===== src/rtl/regfile_write_arbiter.sv =====
// regfile_write_arbiter
// Round-robin arbiter that shares the register file's single write port
// among NREQ writeback requesters. The winning write passes through one
// output register stage. A busy scoreboard flags registers that have a
// write reserved but not yet committed, so issue can stall on RAW hazards.

module regfile_write_arbiter #(
  parameter int NREQ = 3,
  parameter int DW   = 32,
  parameter int AW   = 5
) (
  input  logic                  clk,
  input  logic                  rst,
  input  logic [NREQ-1:0]       req_valid,
  input  logic [NREQ*AW-1:0]    req_addr,
  input  logic [NREQ*DW-1:0]    req_data,
  output logic [NREQ-1:0]       req_ready,
  input  logic                  pend_set,
  input  logic [AW-1:0]         pend_addr,
  output logic [AW-1:0]         wa,
  output logic [DW-1:0]         wd,
  output logic                  we,
  output logic [(1<<AW)-1:0]    busy
);

  localparam int RW = $clog2(NREQ);
  localparam int NR = 1 << AW;

  logic [RW-1:0] rr;
  logic [RW-1:0] scan_idx;
  logic [RW-1:0] gnt_idx;
  logic          gnt_any;
  logic [NREQ-1:0] grant;
  logic [AW-1:0] gnt_addr;
  logic [DW-1:0] gnt_data;
  logic [NR-1:0] busy_next;

  // Scan requesters starting at rr, wrapping, and pick the first valid one
  always_comb begin
    grant    = '0;
    gnt_idx  = '0;
    gnt_any  = 1'b0;
    scan_idx = '0;
    for (int k = 0; k < NREQ; k++) begin
      scan_idx = RW'((int'(rr) + k) % NREQ);
      if (!gnt_any && req_valid[scan_idx]) begin
        gnt_any         = 1'b1;
        gnt_idx         = scan_idx;
        grant[scan_idx] = 1'b1;
      end
    end
  end

  // Grants are suppressed while reset is held so nothing is consumed
  assign req_ready = rst ? '0 : grant;

  assign gnt_addr = req_addr[gnt_idx*AW +: AW];
  assign gnt_data = req_data[gnt_idx*DW +: DW];

  // Advance the priority pointer past the winner; hold it when idle
  always_ff @(posedge clk) begin
    if (rst) begin
      rr <= '0;
    end else if (gnt_any) begin
      if (gnt_idx == RW'(NREQ - 1)) begin
        rr <= '0;
      end else begin
        rr <= gnt_idx + 1'b1;
      end
    end
  end

  // Output stage: a grant to a nonzero register becomes a write next cycle;
  // a grant to register 0 is swallowed and the address/data are left alone
  always_ff @(posedge clk) begin
    if (rst) begin
      we <= 1'b0;
      wa <= '0;
      wd <= '0;
    end else if (gnt_any && (gnt_addr != '0)) begin
      we <= 1'b1;
      wa <= gnt_addr;
      wd <= gnt_data;
    end else begin
      we <= 1'b0;
    end
  end

  // Scoreboard update: commit clears, reservation sets and wins a tie
  always_comb begin
    busy_next = busy;
    if (we) begin
      busy_next[wa] = 1'b0;
    end
    if (pend_set && (pend_addr != '0)) begin
      busy_next[pend_addr] = 1'b1;
    end
    busy_next[0] = 1'b0;
  end

  // Scoreboard register
  always_ff @(posedge clk) begin
    if (rst) begin
      busy <= '0;
    end else begin
      busy <= busy_next;
    end
  end

endmodule


===== config.mk =====
export PLATFORM = sky130hd
export DESIGN_NAME = regfile_write_arbiter
export DESIGN_NICKNAME = d
export VERILOG_FILES = /design/src/rtl/regfile_write_arbiter.sv
export SDC_FILE = /design/constraint.sdc
export NUM_CORES = 1
export LEC_CHECK = 0
export CORE_UTILIZATION = 47
export DETAILED_ROUTE_END_ITERATION = 8
export PLACE_DENSITY = 0.87
export SETUP_SLACK_MARGIN = 0.05
export SLEW_MARGIN = 15
export SYNTH_ARGS = -nofsm -noshare
export SYNTH_HDL_FRONTEND = slang
export SYNTH_SLANG_ARGS = --single-unit

===== constraint.sdc =====
create_clock -name clk -period 4.3 [get_ports clk]
set_input_delay 0.43 -clock clk [delete_from_list [all_inputs] [get_ports clk]]
set_output_delay 0.43 -clock clk [all_outputs]
set_load 0.02 [all_outputs]

==> results.rst <==
.. list-table::
   :header-rows: 1

   * - Metric
     - Value
   * - Status
     - complete, no violations
   * - Flip-flop cell with the highest count after synthesis
     - dfxtp_1
   * - Cell at the root of the clock tree
     - clkbuf_8
   * - Final weighted congestion of routability-driven global placement
     - 0.888
   * - Final-layout setup total negative slack
     - 0 ps
   * - H-Tree Level Count
     - 3
   * - Via count of the first global-routing pass
     - 4908
   * - Number of hold-repair buffers added at the cts stage
     - 0
   * - Proportion of layout cells with a drive suffix above 1
     - 10.1%
   * - Cell area after synthesis
     - approximately 4600 µm²
   * - Inserted Diodes
     - 0
   * - Worst-margin pin slew
     - 959 ps
   * - Clock Latency Late Sink
     - 340 ps
   * - Final worst hold slack
     - 477 ps
   * - Ratio of routed vias to standard cells
     - 5.92
   * - Die extent in x
     - 101 µm
   * - Total number of vias
     - 5163
   * - Total half-perimeter wirelength after legalization and detailed placement
     - ~10000 µm
   * - Wire length of the first global-routing pass
     - 23000 µm
   * - Count of nets after finishing
     - 864
   * - Element type at the critical path start
     - flop
   * - CTS clock-pin slew for the worst setup and hold paths
     - 80 ps
   * - Final critical-path required period
     - 3790 ps
   * - Class of the tightest hold or removal check
     - flop to flop
   * - Portion of the post-synthesis area used by sequential elements
     - 30.9%
   * - Distinct cells, synth
     - 47
   * - Sequential Area
     - 1420 µm²
   * - Maximum root-to-sink buffer count
     - 2
   * - Clock sinks
     - 71
   * - Number of max-cap violations
     - 0
   * - Power per cell area
     - 591 nW/µm²
   * - EDFF count, synth
     - 0
   * - Placement Rows
     - 35
   * - Congestion Overflow GR
     - 0
   * - Number of remaining DRC errors
     - 0
   * - Number of nets produced by synthesis
     - 703
   * - Number of flip-flops and latches in the synthesized netlist
     - 71
   * - Pin count of the biggest net entering global routing
     - 68
   * - Most common cell after layout, fill and taps aside
     - clkdlybuf4s50_1
   * - Overall Power
     - 3980 µW
   * - Avg Synthesized Cell Area
     - 7.96 µm²
   * - Router iterations before antenna repair
     - 6
   * - RSZ-0062 raised after global routing
     - false
   * - Leak pwr
     - 0.00255 µW
   * - Number of antenna violations at the first check in global routing
     - 0
   * - Ports
     - 195
   * - Number of max-slew violations in the final report
     - 0
   * - Iteration-0 DRC Markers
     - 275
   * - Critical path start-end classification
     - flop to flop
   * - Number of port buffers
     - 193
   * - Slew headroom
     - 36.1%
   * - Floorplan die height
     - 101 µm
   * - Number of failing hold endpoints at the final stage
     - 0
   * - Peak clock frequency supported by timing
     - 264 MHz
   * - Number of fill cells in the layout
     - 744
   * - Post-cts gate resize count
     - 0
   * - Type of destination of the critical path
     - flop
   * - Synth-to-layout area growth
     - 46.6%
   * - Instance count of the mapped netlist
     - 577
   * - Most frequent cells in the layout
     - clkdlybuf4s50_1, nand2_1, dfxtp_1, o21ai_0, a21oi_1
   * - CORE AREA
     - 9370 µm²
   * - Ys Warns
     - 0
   * - Final Routed Wirelength
     - 14500 µm
   * - Layout Utilization
     - 71.9%
   * - Die Outline Area
     - approximately 10000 µm²
   * - Endpoint required time on the critical path
     - 4520 ps
   * - Peak VDD IR
     - 365 µV
   * - Combined area of the multi-input logic cells
     - 2910 µm²
   * - Post-synth ARST share
     - 0%
   * - Remaining number of nets flagged by the antenna check after routing
     - 0
   * - Post-CTS Setup Repair Bufs
     - 0
   * - Largest driver fanout on the critical path
     - 32
   * - Final worst clock skew
     - about 10 ps
   * - Global-route usage over all layers
     - 28.4%
   * - WL per Instance
     - between 15 and 20 µm
   * - TritonCTS Buffers
     - 9
   * - Initial standard-cell utilization of the core
     - 49.0%
   * - CP Data Arrival Time
     - 4010 ps
   * - Setup violation total in the final timing report
     - 0
   * - Final cycle utilization of the critical path
     - 88.1%
   * - Clock tree from TritonCTS
     - done
-- worst max-delay path: stages (launching register included) --
cell and delay, ps:
dfxtp_1 400, inv_1 90, ha_1 470, nor2b_1 280, o2111ai_1 170, and3_1 340, o211ai_1 140, o211ai_2 190
or4_2 1160, o211ai_1 330, nand2_1 80
-- cells in the mapped netlist, drive strengths merged (5+ instances only) --
cell / count / area (µm²)
nand2: 115 / 432
dfxtp: 71 / 1420
o21ai: 71 / 359
o211ai: 41 / 487
a21oi: 37 / 189
mux2i: 36 / 373
and3: 35 / 219
clkbuf: 33 / 124
a41oi: 32 / 280
buf: 23 / 153
nor2: 13 / 48.8
nand3: 9 / 45.0
nor2b: 6 / 37.5
nor3: 6 / 30.0
a211oi: 5 / 37.5
inv: 5 / 18.8
-- registers in the layout (all words and copies together), names as in the netlist --
| signal | flops |
|---|---|
| wa | 5 |
| we | 1 |
| wd | 32 |
| rr | 2 |
| busy | 31 |
-- layout make-up --
type	count	area share (%)
Clock buffer	9	1.84
Clock inverter	7	1.10
Inverter	5	0.279
Multi-Input combinational cell	445	43.2
Sequential cell	71	21.1
Tap cell	129	2.40
Timing Repair Buffer	206	30.1
-- final timing paths --
path                            depth (start not counted)                   to          startpoint  slack [ps]
worst min register to register                          2   busy[1]$_SDFF_PP0_  busy[1]$_SDFF_PP0_         480
worst max-delay path                                   10  wd[31]$_SDFFE_PP0P_  rr[0]$_SDFFE_PP0P_         510
worst min-delay path                                    2   busy[1]$_SDFF_PP0_  busy[1]$_SDFF_PP0_         480
worst max register to register                         10  wd[31]$_SDFFE_PP0P_  rr[0]$_SDFFE_PP0P_         510
-- power breakdown --
part | switching [µW] | internal, µW
logic | 1550 | 968
registers | 126 | 804
clock network | 262 | 269
-- kinds of logic after synthesis --
group	count (synthesis)	synth area share, %
simple gates	206	21.6
compound gates	198	31.7
buf+inv	61	6.43
flops	71	30.9
fa+ha+maj	4	1.09
mux	36	8.12
other cells	1	0.0816
-- through the flow --
step	cells	cell area [µm²]	worst slack (ps)
floorplan	577	4590	1410
detailed placement	856	6540	426
global route	872	6740	224
finish	872	6740	513
global placement	856	6540	638
CTS	872	6740	549
-- layer usage --
| layer | wire length, µm | track usage [%] | vias to the layer above |
|---|---|---|---|
| li1 | - | - | 2447 |
| met1 | 5720 | 33.7 | 2415 |
| met2 | 7230 | 49.8 | 270 |
| met3 | 1210 | 5.89 | 31 |
| met4 | 360 | 11.6 | 0 |
| met5 | 0 | 0 | - |
Power figures use the tool's default switching activity.
